<file path="config.mk">
export PLATFORM = sky130hd
export DESIGN_NAME = oam_dma_ctrl
export DESIGN_NICKNAME = d
export VERILOG_FILES = /design/src/rtl/nes_bus_pkg.sv /design/src/rtl/oam_dma_ctrl.sv
export SDC_FILE = /design/constraint.sdc
export NUM_CORES = 1
export LEC_CHECK = 0
export ABC_AREA = 1
export CORE_ASPECT_RATIO = 2
export CORE_UTILIZATION = 25
export CTS_BUF_LIST = sky130_fd_sc_hd__clkbuf_8
export DETAILED_ROUTE_END_ITERATION = 10
export MAX_ROUTING_LAYER = met4
export PLACE_DENSITY_LB_ADDON = 0.1
export SLEW_MARGIN = 20
export SYNTH_ARGS = -nofsm -noshare
export SYNTH_HDL_FRONTEND = slang
export SYNTH_SLANG_ARGS = --single-unit
</file>
<file path="constraint.sdc">
create_clock -name clk -period 1.8 [get_ports clk]
set_input_delay 0.36 -clock clk [delete_from_list [all_inputs] [get_ports clk]]
set_output_delay 0.36 -clock clk [all_outputs]
set_load 0.02 [all_outputs]
</file>
<file path="src/rtl/nes_bus_pkg.sv">
// Shared CPU-bus constants and the OAM DMA state encoding.
// mem_decode uses the same register addresses for its own decode.
package nes_bus_pkg;

  // CPU write here starts a sprite DMA; the written byte is the source page
  localparam logic [15:0] OAM_DMA_REG = 16'h4014;
  // Sprite RAM data port; mem_decode auto-increments OAMADDR on each write
  localparam logic [15:0] OAMDATA_REG = 16'h2004;

  typedef enum logic [2:0] {
    IDLE  = 3'd0,
    HALT  = 3'd1,
    ALIGN = 3'd2,
    READ  = 3'd3,
    WAIT  = 3'd4,
    WRITE = 3'd5,
    DONE  = 3'd6
  } dma_state_e;

endpackage

</file>
<file path="src/rtl/oam_dma_ctrl.sv">
// Sprite-RAM DMA initiator. Snoops CPU writes to 0x4014, stalls the CPU,
// copies 256 bytes from {page,00..FF} into OAMDATA as read/write pairs,
// then returns the bus. All outputs decode from registered state only.
module oam_dma_ctrl
  import nes_bus_pkg::*;
#(
  parameter int READ_LATENCY = 1,
  parameter int ALIGN_ODD    = 1
) (
  input  logic        clk,
  input  logic        rst,
  input  logic [15:0] cpu_addr,
  input  logic [7:0]  cpu_data_in,
  input  logic        cpu_write_en,
  output logic        cpu_rdy,
  output logic        bus_sel,
  output logic [15:0] dma_addr,
  output logic [7:0]  dma_data_out,
  output logic        dma_write_en,
  output logic        dma_read_en,
  input  logic [7:0]  dma_data_in,
  output logic        dma_busy
);

  // Latency counter only needs to reach READ_LATENCY-1
  localparam int CNT_W = (READ_LATENCY > 1) ? $clog2(READ_LATENCY) : 1;
  localparam logic [CNT_W-1:0] LAST_WAIT = CNT_W'(READ_LATENCY - 1);

  dma_state_e     state_q, state_d;
  logic [7:0]     page_q, page_d;
  logic [7:0]     idx_q, idx_d;
  logic [7:0]     data_q, data_d;
  logic [CNT_W-1:0] wcnt_q, wcnt_d;
  logic           parity_q, parity_d;

  logic           trigger;

  assign trigger = cpu_write_en && (cpu_addr == OAM_DMA_REG);

  // Next-state, page/index/data capture and the free-running parity toggle
  always_comb begin
    state_d  = state_q;
    page_d   = page_q;
    idx_d    = idx_q;
    data_d   = data_q;
    wcnt_d   = wcnt_q;
    parity_d = ~parity_q;
    case (state_q)
      IDLE: begin
        if (trigger) begin
          page_d  = cpu_data_in;
          idx_d   = 8'h00;
          state_d = HALT;
        end
      end
      HALT: begin
        // Odd start costs one extra cycle to line up reads on even cycles
        if ((ALIGN_ODD != 0) && parity_q) begin
          state_d = ALIGN;
        end else begin
          state_d = READ;
        end
      end
      ALIGN: begin
        state_d = READ;
      end
      READ: begin
        wcnt_d  = '0;
        state_d = WAIT;
      end
      WAIT: begin
        if (wcnt_q == LAST_WAIT) begin
          data_d  = dma_data_in;
          state_d = WRITE;
        end else begin
          wcnt_d = wcnt_q + CNT_W'(1);
        end
      end
      WRITE: begin
        // idx wraps inside the page; the page byte is never carried into
        if (idx_q == 8'hFF) begin
          state_d = DONE;
        end else begin
          idx_d   = idx_q + 8'd1;
          state_d = READ;
        end
      end
      DONE: begin
        // A 0x4014 write here is dropped: the CPU is still stalled
        state_d = IDLE;
      end
      default: begin
        state_d = IDLE;
      end
    endcase
  end

  // State, datapath and parity registers; reset abandons any partial copy
  always_ff @(posedge clk or negedge rst) begin
    if (!rst) begin
      state_q  <= IDLE;
      page_q   <= 8'h00;
      idx_q    <= 8'h00;
      data_q   <= 8'h00;
      wcnt_q   <= '0;
      parity_q <= 1'b0;
    end else begin
      state_q  <= state_d;
      page_q   <= page_d;
      idx_q    <= idx_d;
      data_q   <= data_d;
      wcnt_q   <= wcnt_d;
      parity_q <= parity_d;
    end
  end

  // Bus outputs decoded purely from registered state and datapath
  always_comb begin
    cpu_rdy      = (state_q == IDLE);
    dma_busy     = (state_q != IDLE);
    bus_sel      = 1'b0;
    dma_addr     = 16'h0000;
    dma_data_out = 8'h00;
    dma_read_en  = 1'b0;
    dma_write_en = 1'b0;
    case (state_q)
      ALIGN: begin
        bus_sel  = 1'b1;
        dma_addr = {page_q, idx_q};
      end
      READ: begin
        bus_sel     = 1'b1;
        dma_addr    = {page_q, idx_q};
        dma_read_en = 1'b1;
      end
      WAIT: begin
        bus_sel  = 1'b1;
        dma_addr = {page_q, idx_q};
      end
      WRITE: begin
        bus_sel      = 1'b1;
        dma_addr     = OAMDATA_REG;
        dma_data_out = data_q;
        dma_write_en = 1'b1;
      end
      default: begin
        bus_sel = 1'b0;
      end
    endcase
  end

  // Bus-safety invariants
  a_strobe_excl : assert property (@(posedge clk) disable iff (!rst)
    !(dma_read_en && dma_write_en));
  a_strobe_owned : assert property (@(posedge clk) disable iff (!rst)
    (dma_read_en || dma_write_en) |-> bus_sel);
  a_stall_covers_bus : assert property (@(posedge clk) disable iff (!rst)
    bus_sel |-> !cpu_rdy);

endmodule

</file>
==> impl_metrics.toml, run 1 <==
[clocking]
clk_path_buf_depth = 2
clkSinkCount = 28
cts_max_level = 1
postCtsHoldBufs = 0
root_buffer = "clkbuf_8"
clkSlewWorstSetupHoldPaths_ps = 110
cts_inserted_buffers = 3
cts_tree = "done"
worstSkewPairLatency_ps = 290

[global_route]
grt_max_degree = 29
overflow = 0
antenna_found_initial = 0
grt_usage_pct = 13.93
grt_pass1_vias = 1695
grt_pass1_wl_um = 7251

[layout]
stdcell_area_um2 = 2781
fin_util_pct = 42.34
fin_cells = 404
n_antenna_cell = 0
areaGrowthSynthToFinish_pct = 64.18
layout.nets = 354
drive_gt1_share_pct = 35.44

[die]
core_um2 = 6569
die_y_um = 118.4
die_area_um2 = 7130
io_pins = 64
initial_core_util_pct = 25.79
fp.dieW_um = 60.21
row_count = 42

[detailed_routing]
vias = 1674
drc = 0
dr_wl_met2_um = 2747
drt_iter0_drc = 25
met3_length_um = 163
antenna_left = 0
wl_per_cell_um = 11.42
wl_met1_um = 1580
vias_per_cell = 4.144
drt-total-wl_um = 4614
drt_pass1_iterations = 4
top_layer_used = "met4"

[worst_setup_path]
start_kind = "register"
path_max_fanout = 7
reg2reg_depth = 11
worstPathRequired_ps = 1440
worstSetupPathType = "register to output pin"
cp.arrival_ps = 1570
crit_path_start = "state_q[0]"
cp-end-kind = "output pin"
reg2reg_from = "state_q[1]"

[hold_path]
hp-class = "register to register"
worstHoldStart = "parity_q"
holdPathStages = 1

[status]
violations = "negative setup slack"
status = "finished with violations"

[synth]
ys_ff_latch = 28
syn-cell-area_um2 = 1694
synth_nets = 267
ys_types = 26
syn_inst = 230
ys_seq_area_share_pct = 41.36
synth_top_area_share_pct = 41.36
syn_area_per_cell_um2 = 7.366
yosys_warnings = 0
yosys-top-cells-area = "dfrtp_1, nand2_1, nor2_1, inv_1, o21ai_2"
yosysTopAreaCell = "dfrtp_1"

[placement]
globalplace.congestion = 0.7489
placed_cell_area_um2 = 2486
io_buffers = 63
dp_slack_ps = -207.9
dpl.cell_count = 388
hpwl_um = 3372

[timing]
slew_headroom_pct = 75.23
final_hold_viol_count = 0
finalCritPeriodShare_pct = 107.4
period_minus_slack_ps = 1933
fmax_mhz = 517.4
setup_viol = 17
rsz0062_at_grt = "yes"
slew_viol_final = 0
layout_setup_ws_ps = -132.9
worst_pin_slew_ps = 371.5
finalClockSkew_ps = 11.51

[job]
cap_violations = 0

[pwr]
p_leak_nw = 1.343
finalPower_mw = 3.092
ir_worst_vdd_v = 0.0004836
pwr_density_cell_nw_per_um2 = 1112
-- path summary, 6_finish.rpt --
path / endpoint / slack [ps]
max: dma_addr[11] / -130
min in group asynchronous: data_q[5] / 440
max in group asynchronous: state_q[0] / 1070
min: parity_q / 410
min reg2reg: parity_q / 410
max reg2reg: idx_q[7] / 0
-- cell usage in the layout, fill, tap and decap left out, types with 9 or more instances in the layout --
cell / netlist / routed
nor2_1: 47 / 30
clkdlybuf4s50_1: 0 / 34
dfrtp_1: 28 / 26
nand2_2: 3 / 10
nand3_1: 9 / 9
nor2_4: 4 / 13
buf_6: 2 / 15
a21oi_1: 10 / 10
inv_1: 42 / 40
buf_4: 0 / 32
nand2_1: 51 / 43
nor2_2: 3 / 11
-- worst max-delay path: stages (launching register included) --
cell and delay (ps):
dfrtp_2 460, nor2_4 150, nand2_4 70, o21ai_4 80, nor2_4 70, buf_12 150, buf_6 110, nor2_4 70
buf_6 120
-- report_power, final --
group	switching (mW)	internal, mW
registers	0.0834	0.770
clock network	0.213	0.196
logic	1.01	0.823
total	1.30	1.79
-- layer usage --
layer | vias to the layer above | GRT usage [%]
met2 | 40 | 27.20
met3 | 9 | 1.532
li1 | 861 | -
met4 | 0 | 5.959
met1 | 764 | 12.21
met5 | - | -
-- cell usage after synthesis --
cell,instances
or2_1,1
nor3_1,1
nand2_1,51
xor2_1,2
o21ai_0,5
nand2_4,1
inv_1,42
o21ai_2,8
nor3_4,1
buf_2,1
nand3_1,9
ha_1,2
and2_0,1
nor2_4,4
buf_6,2
nor2_1,47
clkbuf_1,1
dfrtp_1,28
a21oi_1,10
o21ai_4,1
nand2_2,3
nand3_4,2
nand3_2,1
nor2_2,3
nand3b_1,1
inv_2,2
-- what timing repair did --
action / 4_1_cts / 5_1_grt
resized for setup: 142 / 58
cloned: 2 / 0
setup buffers: 9 / 2
setup endpoints to repair: 29 / 35
pin swaps: 4 / 10
-- cell type report --
class	count	area [µm²]
well taps	88	110.1
multi-input cells	155	939.7
fillers	703	3787
clock buffers	4	55.05
flip-flops and latches	28	703.2
inverters	44	168.9
repair buffers	85	804.5
-- sequential cells by signal, summed over array words and instances, names as in the netlist --
signal,count
page_q,8
data_q,8
idx_q,8
state_q,3
parity_q,1
-- per-stage QoR --
step | setup TNS, ps | hold slack, ps
floorplan | 0 | 64.41
global placement | -3653 | 396.0
detailed placement | -3959 | 396.1
CTS | -2028 | 410.7
global route | -3180 | 442.4
finish | -1055 | 411.0
-- cells by family after synthesis --
logic type,Yosys count,share of synthesized area [%]
buffers and inverters,48,11.59
and+or+nand+nor,126,35.01
DFF,28,41.36
adders and majority gates,2,1.477
xor gates and xnor gates,2,1.034
AOI/OAI and AO/OA,24,9.528
Power figures use the tool's default switching activity.
==> inputs of run 2 (changes only) <==
- PLACE_DENSITY: unset -> 0.55
- PLACE_DENSITY_LB_ADDON: 0.1 -> unset
==> run 2 against run 1 <==
The flow still finishes with violations (negative setup slack). Non-clock buffer count grew 5. Clock-buffer cell count decreased by 1. Routed wire length increased by 0.39%. Sequential cell count unchanged. Worst setup slack got worse by 38 ps. Design area up 1.5%. First-iteration DRC count is 52% higher. Cell count up 1.2%. Clock power increased by 23%.
==> impl_metrics.toml, run 2 (synthesis results as in run 1) <==
[layout]
drive_gt1_share_pct = 32.71
fillers = 677
areaGrowthSynthToFinish_pct = 66.69
multi_input_area_um2 = 942.2
n_antenna_cell = 0
top_regs = "data_q x8, idx_q x8, page_q x8"
layout.nets = 359
fin_util_pct = 42.99
final_common_cell = "nand2_1"
layout.area.seq_um2 = 703.2
fin_cells = 409
mostFrequentLayoutCells = "nand2_1, inv_1, clkdlybuf4s50_1"

[timing]
fmax_mhz = 507.3
slew_headroom_pct = 75.29
final_hold_viol_count = 0
finalCritPeriodShare_pct = 109.5
fin_hold_ws_ps = 406.6
slew_viol_final = 0
period_minus_slack_ps = 1971
worst_pin_slew_ps = 370.6
rsz0062_at_grt = "yes"
fin_setup_tns_ps = -1609
finalClockSkew_ps = 7.122
layout_setup_ws_ps = -171.3
setup_viol = 15

[clocking]
clkSlewWorstSetupHoldPaths_ps = 100
cts_inserted_buffers = 3
clk_path_buf_depth = 2
root_buffer = "clkbuf_8"
clkSinkCount = 28
postCtsHoldBufs = 0
worstSkewPairLatency_ps = 280
cts_tree = "done"
cts_max_level = 1

[detailed_routing]
wl_per_cell_um = 11.33
vias = 1705
antenna_left = 0
drt_pass1_iterations = 4
drt-total-wl_um = 4632
drt_iter0_drc = 38
vias_per_cell = 4.169
drc = 0

[pwr]
pwr_density_cell_nw_per_um2 = 1186
p_seq_share_pct = 25.7
ir_worst_vdd_v = 0.0004732
p_leak_nw = 1.387
netSwitchingPower_mw = 1.366
p_clk_share_pct = 15.1
swShare_pct = 40.77
combPwrFrac_pct = 59.2
internal_power_mw = 1.984

[die]
die_area_um2 = 7130
core_um2 = 6569
fp.dieW_um = 60.21
die_y_um = 118.4
row_count = 42
initial_core_util_pct = 25.79
io_pins = 64

[placement]
io_buffers = 63
hpwl_um = 3347
dp_slack_ps = -186.1
globalplace.congestion = 0.8789
dpl.cell_count = 388

[worst_setup_path]
path_max_fanout = 4
start_kind = "register"
worstPathRequired_ps = 1440
cp.arrival_ps = 1610
cp-end-kind = "output pin"
worstSetupPathType = "register to output pin"

[status]
violations = "negative setup slack"
status = "finished with violations"

[global_route]
grt_usage_pct = 14.10
antenna_found_initial = 0
overflow = 0
grt_pass1_vias = 1662
grt_max_degree = 29
grt_pass1_wl_um = 7431

[job]
cap_violations = 0

[hold_path]
hp-class = "register to register"
==> run 2: worst max-delay path: stages, from the launching register on <==
cell and delay (ps):
dfrtp_1 430, buf_6 130, nand2_4 60, o21ai_4 70, nor2_4 200, buf_6 180, buf_6 110, nor2_4 30
buf_6 120
==> run 2: path summary, 6_finish.rpt <==
check / start / endpoint / slack, ps / depth (start not counted)
worst min-delay path: parity_q / parity_q / 410 / 1
min in group asynchronous: rst / data_q[2] / 470 / 2
worst max-delay path: state_q[2] / dma_addr[9] / -170 / 8
worst max register to register: state_q[1] / idx_q[1] / 80 / 10
max in group asynchronous: rst / state_q[0] / 1040 / 2
worst min register to register: parity_q / parity_q / 410 / 1
==> run 2: area by class of cell <==
cell class | count | area share, %
clock buffer | 3 | 1.462
clock inverter | 1 | 1.063
inverter | 44 | 5.848
multi-input combinational | 155 | 33.36
sequential | 28 | 24.90
tap | 88 | 3.899
timing repair buffer | 90 | 29.46
==> run 2: timing repair <==
item,CTS,global route
buffers inserted,13,2
resized for setup,154,36
endpoints found under the setup margin,29,34
gates cloned,1,1
pin swaps,3,6
==> run 2: power by group through the flow <==
| stage | sequential, mW | combinational, mW | clock, mW |
|---|---|---|---|
| global placement | 0.853 | 1.27 | 0 |
| finish | 0.862 | 1.98 | 0.505 |
| global route | 0.878 | 2.13 | 0.546 |
| floorplan | 0.850 | 0.775 | 0 |
| detailed placement | 0.857 | 1.28 | 0 |
| CTS | 0.843 | 1.71 | 0.520 |
==> run 2: through the flow <==
step                      instance area, µm²  total power [mW]
after floorplan                         1694             1.624
after global placement                  2486             2.119
after detailed placement                2486             2.137
after CTS                               2686             3.069
after global routing                    2824             3.557
final                                   2824             3.350
==> run 2: layer usage <==
metal / track usage, % / wire length [µm]
met5: - / 0
met4: 3.488 / 76
met2: 27.06 / 2888
met1: 13.90 / 1533
met3: 1.751 / 133
